--- src/rtl/sq_wave_monitor_pkg.sv ---
// Shared definitions for the square-wave period monitor: FSM encoding,
// default widths and the saturation constant of the period counter.
package sq_wave_monitor_pkg;

  localparam int CNT_W_DEF  = 16;
  localparam int WINDOW_DEF = 256;

  // Counter value at which the monitor gives up waiting for an edge.
  localparam logic [CNT_W_DEF-1:0] CNT_SAT_DEF = '1;

  typedef enum logic [1:0] {
    UNARMED = 2'd0,
    MEASURE = 2'd1,
    STALLED = 2'd2
  } state_t;

endpackage

--- src/rtl/sq_wave_monitor_sync_edge_detect.sv ---
// Two-flop synchronizer for an asynchronous input followed by a
// rising-edge detector. The rise pulse is combinational from the
// synchronized value and its delayed copy, so it lasts one clk cycle.
module sync_edge_detect (
  input  logic clk,
  input  logic rst_n,
  input  logic d_async,
  output logic rise
);

  logic meta;
  logic sync;
  logic sync_d;

  // Bring the asynchronous input into the clk domain and keep one history bit.
  always_ff @(posedge clk or negedge rst_n) begin
    if (!rst_n) begin
      meta   <= 1'b0;
      sync   <= 1'b0;
      sync_d <= 1'b0;
    end else begin
      meta   <= d_async;
      sync   <= meta;
      sync_d <= sync;
    end
  end

  assign rise = sync & ~sync_d;

endmodule

--- src/rtl/sq_wave_monitor.sv ---
// Square-wave period monitor: measures each cycle of an asynchronous
// square wave in clk cycles, flags a stalled input, and publishes the
// min/max period over fixed-size windows of measurements.
module sq_wave_monitor
  import sq_wave_monitor_pkg::*;
#(
  parameter int CNT_W  = CNT_W_DEF,
  parameter int WINDOW = WINDOW_DEF
) (
  input  logic             clk,
  input  logic             rst_n,
  input  logic             sq_in,
  input  logic             clr_stats,
  output logic [CNT_W-1:0] period,
  output logic             period_valid,
  output logic [CNT_W-1:0] min_period,
  output logic [CNT_W-1:0] max_period,
  output logic             stats_valid,
  output logic             stalled
);

  localparam logic [CNT_W-1:0] CNT_MAX = '1;
  localparam int               N_W     = (WINDOW > 1) ? $clog2(WINDOW + 1) : 1;
  localparam logic [N_W-1:0]   N_LAST  = N_W'(WINDOW - 1);

  state_t           state;
  state_t           state_next;
  logic             rise;
  logic             emit;
  logic [CNT_W-1:0] cnt;

  logic [CNT_W-1:0] acc_min;
  logic [CNT_W-1:0] acc_max;
  logic [N_W-1:0]   n;
  logic [CNT_W-1:0] upd_min;
  logic [CNT_W-1:0] upd_max;
  logic             win_done;

  sync_edge_detect u_sync (
    .clk     (clk),
    .rst_n   (rst_n),
    .d_async (sq_in),
    .rise    (rise)
  );

  // Cycles since the last rising edge; restarts at 1 so a rise sees the exact period.
  always_ff @(posedge clk or negedge rst_n) begin
    if (!rst_n) begin
      cnt <= '0;
    end else if (rise) begin
      cnt <= CNT_W'(1);
    end else if (cnt != CNT_MAX) begin
      cnt <= cnt + CNT_W'(1);
    end
  end

  // FSM state register.
  always_ff @(posedge clk or negedge rst_n) begin
    if (!rst_n) begin
      state <= UNARMED;
    end else begin
      state <= state_next;
    end
  end

  // Next state: the first edge and the edge after a stall only re-arm measurement.
  always_comb begin
    state_next = state;
    case (state)
      UNARMED: if (rise) state_next = MEASURE;
      MEASURE: begin
        if (rise) begin
          state_next = MEASURE;
        end else if (cnt == CNT_MAX) begin
          state_next = STALLED;
        end
      end
      STALLED: if (rise) state_next = MEASURE;
      default: state_next = UNARMED;
    endcase
  end

  // FSM outputs: a period is emitted only on an edge that closes a measured cycle.
  always_comb begin
    emit    = (state == MEASURE) && rise;
    stalled = (state == STALLED);
  end

  // Publish the measured period with a one-cycle strobe.
  always_ff @(posedge clk or negedge rst_n) begin
    if (!rst_n) begin
      period       <= '0;
      period_valid <= 1'b0;
    end else begin
      period_valid <= emit;
      if (emit) begin
        period <= cnt;
      end
    end
  end

  // Running extremes including the period currently on the output.
  always_comb begin
    upd_min  = (period < acc_min) ? period : acc_min;
    upd_max  = (period > acc_max) ? period : acc_max;
    win_done = (n == N_LAST);
  end

  // Window accumulation; a clear in the same cycle as a new period drops that period.
  always_ff @(posedge clk or negedge rst_n) begin
    if (!rst_n) begin
      acc_min     <= '1;
      acc_max     <= '0;
      n           <= '0;
      min_period  <= '0;
      max_period  <= '0;
      stats_valid <= 1'b0;
    end else begin
      stats_valid <= 1'b0;
      if (clr_stats) begin
        acc_min <= '1;
        acc_max <= '0;
        n       <= '0;
      end else if (period_valid) begin
        if (win_done) begin
          min_period  <= upd_min;
          max_period  <= upd_max;
          stats_valid <= 1'b1;
          acc_min     <= '1;
          acc_max     <= '0;
          n           <= '0;
        end else begin
          acc_min <= upd_min;
          acc_max <= upd_max;
          n       <= n + N_W'(1);
        end
      end
    end
  end

endmodule

--- config.mk ---
export PLATFORM = sky130hd
export DESIGN_NAME = sq_wave_monitor
export DESIGN_NICKNAME = d
export VERILOG_FILES = /design/src/rtl/sq_wave_monitor_pkg.sv /design/src/rtl/sq_wave_monitor_sync_edge_detect.sv /design/src/rtl/sq_wave_monitor.sv
export SDC_FILE = /design/constraint.sdc
export NUM_CORES = 1
export LEC_CHECK = 0
export ABC_AREA = 1
export BUFFER_PORTS_ARGS = -buffer_cell sky130_fd_sc_hd__buf_2
export CORE_ASPECT_RATIO = 2
export CORE_UTILIZATION = 35
export CTS_BUF_LIST = sky130_fd_sc_hd__clkbuf_8
export CTS_CLUSTER_DIAMETER = 50
export DETAILED_ROUTE_END_ITERATION = 8
export MAX_ROUTING_LAYER = met4
export PLACE_DENSITY_LB_ADDON = 0.1
export SYNTH_ARGS = -nofsm -noshare
export SYNTH_HDL_FRONTEND = slang
export SYNTH_HIERARCHICAL = 1
export SYNTH_SLANG_ARGS = --single-unit
--- constraint.sdc ---
create_clock -name clk -period 4.2 [get_ports clk]
set_input_delay 1.05 -clock clk [delete_from_list [all_inputs] [get_ports clk]]
set_output_delay 1.05 -clock clk [all_outputs]
set_load 0.1 [all_outputs]
==> summary.txt, run 1 <==
Status
  – Run status: complete, no violations

CTS
  – Register clock-pin slew on the reported worst setup and hold paths: 110 ps
  – CTS resizes: 0
  – Buffer type at the clock tree root: sky130_fd_sc_hd__clkbuf_8
  – CTS tree: yes
  – CTS H-tree lvls: 3
  – CTS sink cnt: about 110
  – Setup bufs post-CTS: 0
  – CTS buffer count: 9
  – Worst skew pair latency: 400 ps
  – Hold_buf cts: 0
  – Bufs on Longest Clock Path: 2

Synthesis
  – Net count of the mapped netlist: 803
  – Mean area per synthesized cell: 8.12 sq um
  – Post-synthesis sequential area ratio: ~45%
  – Mux cell area share after synthesis: 0%
  – Share of the synthesized netlist area taken by xor and xnor gates: 0.845%
  – Number of distinct library cell variants in the gate-level netlist after synthesis: 42
  – Cell area after technology mapping: 6220 sq um
  – Compound-gate portion of the synthesized area: 5.57%
  – Count of state elements after synthesis: 112
  – Synth Warn #: 6
  – Number of instances in the synthesized netlist: 766
  – Share of synthesized cell area in full adder, half adder and majority cells: 6.64%
  – Simple-gate share of the synthesized area: 31.9%
  – Dominant combinational cell family by area after synthesis: simple AND/OR/NAND/NOR gates

Global route
  – Initial antenna violation count: 0
  – Gr ovfl total: 0
  – Wire length of the first global-routing pass: roughly 25 mm
  – Global Route Usage Sum: 18.8%
  – Pin count of the biggest net entering global routing: 64
  – Vias in the first global route: 5070

Timing
  – RSZ-0062 raised after global routing: no
  – Fin Clk Skew: 16.1 ps
  – Crit share post-route: about three fifths
  – Final Hold Vio Count: 0
  – Worst max-slew margin expressed relative to the limit: 41.4%
  – Maximum clock frequency: 403 MHz
  – Final-layout setup total negative slack: 0 ps
  – Tmin final: 2480 ps
  – Total setup violations reported at the end of the flow: 0
  – Pins Over Slew Limit: 0
  – Worst-margin pin slew: 879 ps

Setup path
  – Number of cell instances on the worst register-to-register path: 10
  – Launching element of the worst setup path: state[1]$_DFFE_PN0P_
  – Worst setup path category: reg2out
  – Worst Setup End Kind: primary output
  – Critical path capture point: stalled
  – Reg2Reg Setup Slack: 1810 ps
  – Endpoint of the most critical register-to-register path: min_period[0]$_DFFE_PN0P_
  – Reg-to-Reg Start: acc_min[15]$_DFFE_PN1P_
  – Crit-path max cell delay: 450 ps
  – Max FO, Critical Path: 3
  – CP arrival: approximately 1400 ps
  – Chain of cells forming the critical path: inv_1 -> nor2_1 -> buf_2
  – Data required, critical path: 3150 ps
  – Crit path max-delay cell type: sky130_fd_sc_hd__buf_2
  – Startpoint type of the worst setup path: flop

Final layout
  – Ratio of cells with drive above 1 in the final layout: 17.1%
  – Diode insertion count for antenna repair: 0
  – Count of nets after finishing: 850
  – Final cell utilization of the core: between 30% and 40%
  – Area grow syn2layout: 10.1%

Worst hold path
  – Classification of the worst-slack hold path: reg2reg

Power and ir drop
  – Final Power: around 3.9 mW
  – Total power density per cell area: ~570 nW/um^2
  – Leakage component of the power: 3.81 nW
  – Peak VDD IR: 0.346 mV

Route
  – Average vias per placed instance: 4.92
  – Routed vias: 5054
  – Per-cell routed wire length: 15.0 um
  – DRT iter0 DRCs: 168
  – Total wirelength of the detailed-routed design: 15.4 mm
  – Number of nets with antenna violations after routing: 0
  – DRC violations left: 0
  – Number of search-and-repair iterations in the first detailed-routing pass: 4

Floorplanning
  – Effective utilization at floorplan: 35.8%
  – Die Footprint: between 15000 and 20000 sq um
  – Floorplan die height: ~190 um
  – I/O Pins: 55
  – Rows: 68
  – Die X: 96.3 um
  – Core area: 17400 sq um

Run
  – Count of maximum capacitance violations: 0

Place
  – Last weighted congestion value of the routability-driven placer: approximately 0.9
  – DPL Wire Length: 11.2 mm
  – Number of buffer cells added on primary ports: 54
==> sequential cells by signal, indices dropped and copies added, names as in the netlist <==
| signal | count |
|---|---|
| acc_max | 16 |
| acc_min | 16 |
| cnt | 16 |
| max_period | 16 |
| min_period | 16 |
| period | 16 |
| n | 9 |
| state | 2 |
| period_valid | 1 |
| stats_valid | 1 |
| u_sync/meta | 1 |
| u_sync/sync | 1 |
| u_sync/sync_d | 1 |
==> synthesized netlist by cell type <==
cell	n	area share (%)
sky130_fd_sc_hd__ha_1	33	6.6
sky130_fd_sc_hd__nand4_2	1	0.20
sky130_fd_sc_hd__nor2_1	25	1.5
sky130_fd_sc_hd__inv_2	4	0.24
sky130_fd_sc_hd__nand4_4	3	1.0
sky130_fd_sc_hd__nor2_2	5	0.50
sky130_fd_sc_hd__nor3_1	10	0.80
sky130_fd_sc_hd__dfstp_2	16	6.8
sky130_fd_sc_hd__o21a_1	1	0.12
sky130_fd_sc_hd__o21ai_0	29	2.3
sky130_fd_sc_hd__nor2_8	1	0.32
sky130_fd_sc_hd__nand3_2	16	2.6
sky130_fd_sc_hd__inv_6	1	0.14
sky130_fd_sc_hd__dfrtp_1	96	39
sky130_fd_sc_hd__o31ai_1	3	0.36
sky130_fd_sc_hd__nand2_4	4	0.72
sky130_fd_sc_hd__a22o_1	1	0.14
sky130_fd_sc_hd__nand2_1	262	16
sky130_fd_sc_hd__inv_4	1	0.10
sky130_fd_sc_hd__o22ai_1	3	0.30
sky130_fd_sc_hd__buf_4	4	0.48
sky130_fd_sc_hd__buf_12	1	0.32
sky130_fd_sc_hd__o21ai_1	2	0.16
sky130_fd_sc_hd__nand4_1	4	0.40
sky130_fd_sc_hd__o21bai_1	2	0.24
sky130_fd_sc_hd__nor4_1	1	0.10
sky130_fd_sc_hd__clkinv_1	1	0.060
sky130_fd_sc_hd__clkbuf_1	4	0.24
sky130_fd_sc_hd__a21oi_2	1	0.14
sky130_fd_sc_hd__a31oi_1	3	0.30
sky130_fd_sc_hd__a311oi_1	1	0.14
sky130_fd_sc_hd__nand2_2	6	0.60
sky130_fd_sc_hd__inv_1	104	6.3
sky130_fd_sc_hd__a211oi_1	1	0.12
sky130_fd_sc_hd__nor3_2	3	0.48
sky130_fd_sc_hd__buf_6	8	1.4
sky130_fd_sc_hd__a21oi_1	15	1.2
sky130_fd_sc_hd__nand3_1	76	6.1
sky130_fd_sc_hd__xnor2_1	1	0.14
sky130_fd_sc_hd__xor2_1	5	0.70
sky130_fd_sc_hd__nor2_4	4	0.72
sky130_fd_sc_hd__buf_2	4	0.32
==> layer usage <==
| metal | wire [um] | global-route usage, % |
|---|---|---|
| met3 | 474 | 2.51 |
| met4 | 516 | 8.32 |
| met2 | 8150 | 33.3 |
| met5 | 0 | - |
| met1 | 6290 | 20.4 |
==> layout by cell type (no fill, tap or decap), types with 2 or more instances in the layout <==
cell                          n
sky130_fd_sc_hd__clkbuf_8    10
sky130_fd_sc_hd__nand4_1      4
sky130_fd_sc_hd__dfstp_2     16
sky130_fd_sc_hd__ha_1        33
sky130_fd_sc_hd__a31oi_1      3
sky130_fd_sc_hd__o21ai_0     29
sky130_fd_sc_hd__o21ai_1      2
sky130_fd_sc_hd__buf_2       53
sky130_fd_sc_hd__xor2_1       5
sky130_fd_sc_hd__o21bai_1     2
sky130_fd_sc_hd__o31ai_1      3
sky130_fd_sc_hd__nor2_2       6
sky130_fd_sc_hd__buf_4        3
sky130_fd_sc_hd__nor3_2       3
sky130_fd_sc_hd__nand3_2     16
sky130_fd_sc_hd__nand2_2      6
sky130_fd_sc_hd__nand2_1    262
sky130_fd_sc_hd__nand3_1     76
sky130_fd_sc_hd__inv_1      104
sky130_fd_sc_hd__o22ai_1      3
sky130_fd_sc_hd__clkinv_4     2
sky130_fd_sc_hd__nor2_1      24
sky130_fd_sc_hd__nor2_4       4
sky130_fd_sc_hd__nand4_4      3
sky130_fd_sc_hd__a21oi_1     15
sky130_fd_sc_hd__inv_2        4
sky130_fd_sc_hd__bufinv_16    2
sky130_fd_sc_hd__inv_6        2
sky130_fd_sc_hd__dfrtp_1     96
sky130_fd_sc_hd__nor3_1      10
sky130_fd_sc_hd__nand2_4      4
==> stage by stage <==
stage	setup WS (ps)	cells	hold slack [ps]	area (sq um)
2_1_floorplan	1460	766	331	6220
3_5_place_dp	1690	1012	337	6620
5_1_grt	1570	1028	375	6850
3_3_place_gp	1730	1012	336	6620
6_report	1720	1028	358	6850
4_1_cts	1700	1028	361	6850
==> worst min path at each step <==
stage	start	endpoint	slack, ps	cells past startpoint
detailed placement	u_sync/meta$_DFF_PN0_	u_sync/sync$_DFF_PN0_	340	0
finish	u_sync/meta$_DFF_PN0_	u_sync/sync$_DFF_PN0_	360	0
global placement	u_sync/meta$_DFF_PN0_	u_sync/sync$_DFF_PN0_	340	0
floorplan	u_sync/meta$_DFF_PN0_	u_sync/sync$_DFF_PN0_	330	0
global route	u_sync/meta$_DFF_PN0_	u_sync/sync$_DFF_PN0_	370	0
CTS	u_sync/meta$_DFF_PN0_	u_sync/sync$_DFF_PN0_	360	0
==> layout make-up <==
type	count	area, sq um
clock buffer	10	138
clock inverter	6	91.3
fill	1837	10500
inverter	111	424
multi-input combinational	522	2800
sequential	112	2820
tap	210	263
timing repair buffer	57	308
==> worst max-delay path, delay by kind of cell, from the launching register on <==
kind / cells / cell delay [ps]
flops: 1 / 400
simple gates: 1 / 130
buf+inv: 2 / 500
==> kinds of logic after synthesis <==
group / count (synthesis)
flip-flops: 112
AO/OA/AOI/OAI: 62
XOR/XNOR: 6
buffers and inverters: 132
adder cells (fa/ha/maj): 33
AND/OR/NAND/NOR: 421
==> power by group <==
group / internal (mW) / total (mW) / switching (mW)
clock network: 0.356 / 0.748 / 0.392
registers: 1.20 / 1.29 / 0.0946
logic: 0.453 / 1.85 / 1.40
(Power assumes the default switching activity.)
==> inputs of run 2 (changes only) <==
clock period = 2.3 ns   (was 4.2 ns; I/O delays follow)
==> run 2 against run 1 <==
  * Sequential share of layout area down 0.60 points
  * Global-route usage hardly changed
  * Sequential cell count is the same
  * Clock skew fell by 4.5 ps
  * Non-clock buffer count increased by 13
  * Setup slack lost 1500 ps
  * Die area stayed put
  * Final area grew 1.8%
  * Via count up 0.12%
  * Wire length decreased by 0.47%
  * Largest cell class unchanged
==> summary.txt, run 2 (synthesis gave the netlist of run 1 again) <==
Timing
  – Worst-margin pin slew: 494 ps (-385 ps)
  – Fin Clk Skew: 11.5 ps (-4.54 ps)
  – Crit share post-route: around nine tenths
  – Final-layout setup total negative slack: 0 ps (unchanged)
  – Maximum clock frequency: 478 MHz
  – RSZ-0062 raised after global routing: no
  – Worst max-slew margin expressed relative to the limit: 67.3% (+26 points)
  – Tmin final: 2090 ps
  – Final Hold Vio Count: 0 (unchanged)
  – Total setup violations reported at the end of the flow: 0 (unchanged)
  – Pins Over Slew Limit: 0 (unchanged)

Floorplanning
  – Floorplan die height: 191 um (unchanged)
  – Effective utilization at floorplan: 35.8% (unchanged)
  – Die Footprint: 18300 sq um (unchanged)
  – Rows: 68 (unchanged)
  – Die X: 96.3 um (unchanged)
  – I/O Pins: 55 (unchanged)
  – Core area: 17400 sq um (unchanged)

Route
  – Average vias per placed instance: 4.86 (-1.1%)
  – Routed vias: 5060 (+0.12%)
  – Total wirelength of the detailed-routed design: 15.4 mm (-0.47%)
  – DRT iter0 DRCs: 160 (-4.8%)
  – Number of search-and-repair iterations in the first detailed-routing pass: 4 (unchanged)
  – Per-cell routed wire length: 14.7 um (-1.7%)
  – Number of nets with antenna violations after routing: 0 (unchanged)
  – DRC violations left: 0 (unchanged)

Power and ir drop
  – Final Power: 7.27 mW (+87%)
  – Peak VDD IR: 0.731 mV (+110%)
  – Total power density per cell area: 1040 nW/um^2 (+83%)
  – Leakage component of the power: 3.86 nW (+1.2%)

Final layout
  – Ratio of cells with drive above 1 in the final layout: 19.3% (+2.1 points)
  – Fillcell total: 1829 (-0.44%)
  – Final cell utilization of the core: 40.2% (+0.72 points)
  – Count of nets after finishing: 863 (+1.5%)
  – Highest-count cells in the layout ignoring fill and taps: sky130_fd_sc_hd__nand2_1 (262), sky130_fd_sc_hd__inv_1 (104), sky130_fd_sc_hd__dfrtp_1 (88)
  – Diode insertion count for antenna repair: 0 (unchanged)
  – Area of the multi-input gates: 2800 sq um (unchanged)
  – Seq. cell area: 2830 sq um (+0.35%)
  – Most frequent standard cell in the layout excluding fill and tap cells: sky130_fd_sc_hd__nand2_1
  – Design Area, Final: 6970 sq um (+1.8%)
  – Area grow syn2layout: 12.1%

Global route
  – Pin count of the biggest net entering global routing: 61 (-4.7%)
  – Initial antenna violation count: 0 (unchanged)
  – Gr ovfl total: 0 (unchanged)
  – Vias in the first global route: 5232 (+3.2%)
  – Wire length of the first global-routing pass: 25.6 mm (+0.71%)
  – Global Route Usage Sum: 18.9% (+0.037 points)

Setup path
  – Data required, critical path: 2590 ps (-560 ps)
  – Reg-to-Reg Start: period[9]$_DFFE_PN0P_
  – Endpoint of the most critical register-to-register path: max_period[8]$_DFFE_PN0P_
  – Reg2Reg Setup Slack: 210 ps (-1600 ps)
  – Worst setup path category: reg2reg
  – Number of cell instances on the worst register-to-register path: 11 (+1)
  – Max FO, Critical Path: 16 (+13)
  – Startpoint type of the worst setup path: flop
  – Worst Setup End Kind: flop
  – CP arrival: 2380 ps (+950 ps)

CTS
  – CTS H-tree lvls: 3 (unchanged)
  – Register clock-pin slew on the reported worst setup and hold paths: 100 ps (about the same)
  – Buffer type at the clock tree root: sky130_fd_sc_hd__clkbuf_8
  – CTS resizes: 0 (unchanged)
  – CTS sink cnt: 112 (unchanged)
  – CTS buffer count: 9 (unchanged)
  – Bufs on Longest Clock Path: 2 (unchanged)
  – CTS tree: yes
  – Worst skew pair latency: 400 ps (about the same)

Place
  – Area of placed instances: 6740 sq um (+1.9%)
  – Last weighted congestion value of the routability-driven placer: 0.871 (-3.7%)
  – Number of buffer cells added on primary ports: 54 (unchanged)
  – DPL Wire Length: 11.2 mm (+0.51%)

Worst hold path
  – Cell depth of the worst min-delay path: 1 (+1)
  – Beginning of the worst hold path: sq_in
  – Endpoint of the worst hold-timing path: u_sync/meta$_DFF_PN0_
  – Classification of the worst-slack hold path: in2reg

Run
  – Count of maximum capacitance violations: 0 (unchanged)

Status
  – Run status: complete, no violations
==> run 2: cell count changes in the layout (fill, tap and decap cells not counted), sizes merged <==
cell and change:
bufinv -1, clkinv +1, inv -1, buf +12
dlygate4sd3 +1, clkinvlp +1
==> run 2: area by class of cell <==
class / instances / share of cell area, %
well taps: 210 / 3.77
repair buffers: 70 / 6.39
clock buffers: 10 / 1.97
clock inverters: 6 / 0.987
inverters: 111 / 6.09
multi-input cells: 522 / 40.2
flip-flops and latches: 112 / 40.6
==> run 2: metal layers <==
layer,track usage (%),part of all wire [%]
met5,-,0
met4,7.00,2.0
met3,2.67,2.4
met2,33.1,53
met1,21.1,43
==> run 2: worst max-delay path by stage <==
| stage | from | to | slack (ps) | cells after the start |
|---|---|---|---|---|
| finish | period[9]$_DFFE_PN0P_ | max_period[8]$_DFFE_PN0P_ | 210 | 11 |
| global route | acc_min[15]$_DFFE_PN1P_ | min_period[0]$_DFFE_PN0P_ | 10 | 10 |
| CTS | acc_min[15]$_DFFE_PN1P_ | min_period[0]$_DFFE_PN0P_ | 30 | 10 |
| detailed placement | acc_min[15]$_DFFE_PN1P_ | min_period[6]$_DFFE_PN0P_ | 60 | 10 |
| global placement | acc_min[15]$_DFFE_PN1P_ | min_period[1]$_DFFE_PN0P_ | 60 | 10 |
| floorplan | period[14]$_DFFE_PN0P_ | min_period[0]$_DFFE_PN0P_ | 5 | 9 |
==> run 2: stage by stage <==
step,cells,hold WS [ps],setup slack (ps)
floorplan,766,279,5.32
global placement,1022,332,61.4
detailed placement,1022,336,62.7
CTS,1039,264,30.6
global route,1041,269,10.1
finish,1041,286,207
==> run 2: critical path: stages (launching register included) <==
cell                      delay, ps
sky130_fd_sc_hd__dfrtp_2        480
sky130_fd_sc_hd__ha_1           330
sky130_fd_sc_hd__nand2_1         60
sky130_fd_sc_hd__inv_1           40
sky130_fd_sc_hd__o21ai_1        110
sky130_fd_sc_hd__a21oi_1         80
sky130_fd_sc_hd__nor2_1         240
sky130_fd_sc_hd__nand2_4        150
sky130_fd_sc_hd__nand2_4        220
sky130_fd_sc_hd__nand2_1        120
sky130_fd_sc_hd__nand3_2        110
sky130_fd_sc_hd__nand2_1         60
==> run 2: repair_timing <==
action / in CTS / in global routing
hold buffers: 1 / 0
endpoints found under the setup margin: 0 / 32
endpoints found under the hold margin: 1 / 0
buffers inserted: 0 / 2
==> run 2: where the power goes <==
| group | internal, mW | leakage, nW | total (mW) | switching [mW] |
|---|---|---|---|---|
| clock network | 0.538 | 0.102 | 1.25 | 0.715 |
| registers | 2.18 | 1.47 | 2.37 | 0.185 |
| logic | 1.05 | 2.28 | 3.65 | 2.60 |
==> inputs of run 3 (changes only) <==
ABC_AREA = default   (was 1)
SKIP_LAST_GASP = 1   (was default)
==> run 3 against run 2 <==
  * The run now ends with negative setup slack left
  * Count of clock-buffer cells in the layout decreased by 1
  * Non-clock buffer count up 78
  * Cell count down 13%
  * Maximum frequency decreased by 18%
  * Synthesized cell count is 27% lower
  * Setup slack got worse by 470 ps
  * Clock power hardly changed
  * Register-to-register slack worse by 470 ps
  * First-iteration DRC count grew 19%
  * Die area decreased by 5.9%
  * Largest cell class is now multi-input gates
==> summary.txt, run 3 <==
Status
  – Run status: finished, violations left
  – Violated checks: negative setup slack

Worst hold path
  – Classification of the worst-slack hold path: in2async

Global route
  – Wire length of the first global-routing pass: 27.3 mm (+6.5%)
  – Vias in the first global route: 5064 (-3.2%)
  – Initial antenna violation count: 0 (unchanged)
  – Pin count of the biggest net entering global routing: 40 (-34%)
  – Gr ovfl total: 0 (unchanged)
  – Global Route Usage Sum: 21.7% (+2.9 points)

Synthesis
  – Count of state elements after synthesis: 112 (unchanged)
  – Top_reg_cell synth: sky130_fd_sc_hd__dfrtp_1
  – Cell type with the largest total area after synthesis: sky130_fd_sc_hd__dfrtp_1
  – Top cell type's share of synthesized area: 41.1% (+2.4 points)
  – Commonest cells in the synthesized netlist: sky130_fd_sc_hd__dfrtp_1 (96), sky130_fd_sc_hd__nand2_1 (81), sky130_fd_sc_hd__inv_1 (36)
  – Number of instances in the synthesized netlist: 558 (-27%)
  – Post-synth ARST share: 100% (unchanged)
  – Cell area after technology mapping: 5850 sq um (-6.0%)
  – Count of flip-flops with a built-in enable after synthesis: 0 (unchanged)
  – Net count of the mapped netlist: 595 (-26%)
  – Post-synthesis sequential area ratio: 48.3% (+2.9 points)
  – Cells taking the most area after synthesis: sky130_fd_sc_hd__dfrtp_1 (41%), sky130_fd_sc_hd__dfstp_2 (7.2%), sky130_fd_sc_hd__ha_1 (7.1%)
  – Most repeated cell in the gate-level netlist after synthesis: sky130_fd_sc_hd__dfrtp_1
  – Mean area per synthesized cell: 10.5 sq um (+29%)
  – Synth Warn #: 6 (unchanged)
  – Number of distinct library cell variants in the gate-level netlist after synthesis: 53 (+26%)

Route
  – Per-cell routed wire length: 19.3 um (+31%)
  – Total wirelength of the detailed-routed design: 17.3 mm (+13%)
  – Routed vias: 4748 (-6.2%)
  – Number of nets with antenna violations after routing: 0 (unchanged)
  – Average vias per placed instance: 5.27 (+8.4%)
  – DRC violations left: 0 (unchanged)
  – Number of search-and-repair iterations in the first detailed-routing pass: 4 (unchanged)
  – DRT iter0 DRCs: 190 (+19%)

Power and ir drop
  – Leakage component of the power: 3.62 nW (-6.2%)
  – Total power density per cell area: 791 nW/um^2 (-24%)
  – Peak VDD IR: 0.443 mV (-39%)

CTS
  – Register clock-pin slew on the reported worst setup and hold paths: 110 ps (about the same)
  – CTS H-tree lvls: 3 (unchanged)
  – CTS sink cnt: 112 (unchanged)
  – Buffer type at the clock tree root: sky130_fd_sc_hd__clkbuf_8
  – CTS tree: yes
  – Hold_buf cts: 0 (-1)
  – Worst skew pair latency: 400 ps (about the same)
  – CTS buffer count: 9 (unchanged)
  – Bufs on Longest Clock Path: 2 (unchanged)

Setup path
  – Crit path max-delay cell type: sky130_fd_sc_hd__or4_4
  – Startpoint type of the worst setup path: flop
  – CP arrival: 2840 ps (+460 ps)
  – Worst Setup End Kind: flop
  – Crit-path max cell delay: 670 ps (+190 ps)
  – Worst setup path category: reg2reg
  – Chain of cells forming the critical path: ha_4 -> nand4_1 -> buf_4 -> nor2_2 -> a22o_1 -> or4_4 -> clkbuf_16 -> a32oi_2 -> o31ai_2
  – Worst path bufs/invs: 2 (+1)
  – Max FO, Critical Path: 7 (-9)
  – Data required, critical path: 2580 ps (about the same)
  – Family with the most delay on the worst path: simple AND/OR/NAND/NOR gates

Timing
  – Worst-margin pin slew: 894 ps (+399 ps)
  – Worst max-slew margin expressed relative to the limit: 40.4% (-27 points)
  – Tmin final: 2560 ps (+467 ps)
  – Pins Over Slew Limit: 0 (unchanged)
  – Final-layout setup total negative slack: -8470 ps (-8470 ps)
  – Total setup violations reported at the end of the flow: 64 (+64)
  – Fin Clk Skew: 14.3 ps (+2.78 ps)
  – Final Hold Vio Count: 0 (unchanged)
  – Crit share post-route: 111% (+20 points)
  – Final worst setup slack: -260 ps (-467 ps)
  – RSZ-0062 raised after global routing: yes
  – Maximum clock frequency: 391 MHz (-18%)

Place
  – Post-Place Setup Slack: -391 ps (-454 ps)
  – Last weighted congestion value of the routability-driven placer: 0.795 (-8.7%)
  – DPL Wire Length: 12.0 mm (+7.0%)
  – Cell count after placement: 872 (-15%)
  – Area of placed instances: 7180 sq um (+6.5%)
  – Number of buffer cells added on primary ports: 54 (unchanged)

Final layout
  – Final cell utilization of the core: 48.3% (+8.1 points)
  – Count of nets after finishing: 729 (-16%)
  – Highest-count cells in the layout ignoring fill and taps: sky130_fd_sc_hd__nand2_1 (79), sky130_fd_sc_hd__dfrtp_1 (79), sky130_fd_sc_hd__buf_4 (73)
  – Diode insertion count for antenna repair: 0 (unchanged)
  – Ratio of cells with drive above 1 in the final layout: 42.3% (+23 points)
  – Area grow syn2layout: 34.2%
  – Final standard cell count with taps included and fillers excluded: 901 (-13%)
  – Design Area, Final: 7850 sq um (+13%)

Floorplanning
  – Effective utilization at floorplan: 35.9% (+0.12 points)
  – Die Footprint: 17300 sq um (-5.9%)
  – Core area: 16300 sq um (-6.3%)
  – Rows: 66 (-2.9%)
  – Die X: 93.4 um (-3.0%)
  – Floorplan die height: 185 um (-3.0%)
  – I/O Pins: 55 (unchanged)

Run
  – Count of maximum capacitance violations: 0 (unchanged)
==> run 3: cell families (layout without fill, tap and decap cells) <==
logic type | count (synthesis) | in the layout | synth area share [%]
AND/OR/NAND/NOR | 161 | 163 | 12.9
AO/OA/AOI/OAI | 125 | 125 | 15.9
flip-flops | 112 | 112 | 48.3
buffers and inverters | 63 | 200 | 4.62
multiplexers | 49 | 49 | 9.05
adder cells (fa/ha/maj) | 33 | 33 | 7.06
XOR/XNOR | 15 | 15 | 2.25
==> run 3: power breakdown <==
part           total, mW  switching (mW)  internal [mW]
clock               1.22           0.718          0.504
sequential          2.21          0.0919           2.12
combinational       2.78            1.61           1.16
total               6.21            2.42           3.78
==> run 3: repair_timing <==
| item | 4_1_cts | 5_1_grt |
|---|---|---|
| setup endpoints to repair | 64 | 64 |
| buffers inserted | 7 | 2 |
| resized for setup | 42 | 39 |
| pin swaps | 11 | 30 |
| cloned | 5 | 2 |
==> run 3: layer usage <==
layer / part of all wire [%] / GRT usage (%) / vias to the layer above
met5: 0 / - / -
met4: 3.2 / 9.29 / 0
met3: 2.7 / 2.83 / 33
met2: 55 / 39.3 / 100
met1: 39 / 23.5 / 2341
li1: - / - / 2274
==> run 3: stage by stage <==
stage	hold WS (ps)	power (mW)
2_1_floorplan	279	3.69
3_3_place_gp	333	4.13
3_5_place_dp	345	4.18
4_1_cts	83.2	5.94
5_1_grt	74.3	6.47
6_report	80.7	6.21
==> run 3: layout make-up <==
class,count,area [sq um]
fill,1518,8420
inverter,36,135
tap,204,255
multi-input combinational,385,3180
sequential,112,2880
clock buffer,9,124
clock inverter,7,72.6
timing repair buffer,148,1200
==> run 3: worst paths after layout <==
kind / depth (start not counted) / startpoint / slack, ps / end
setup / recovery: 9 / period[10]$_DFFE_PN0P_ / -260 / acc_max[13]$_DFFE_PN0P_
hold / removal: 1 / rst_n / 80 / n[1]$_DFFE_PN0P_
max in group asynchronous: 2 / rst_n / 1580 / acc_min[2]$_DFFE_PN1P_
setup reg to reg: 9 / period[10]$_DFFE_PN0P_ / -260 / acc_max[13]$_DFFE_PN0P_
hold reg to reg: 0 / u_sync/meta$_DFF_PN0_ / 370 / u_sync/sync$_DFF_PN0_
min in group clk: 1 / sq_in / 280 / u_sync/meta$_DFF_PN0_
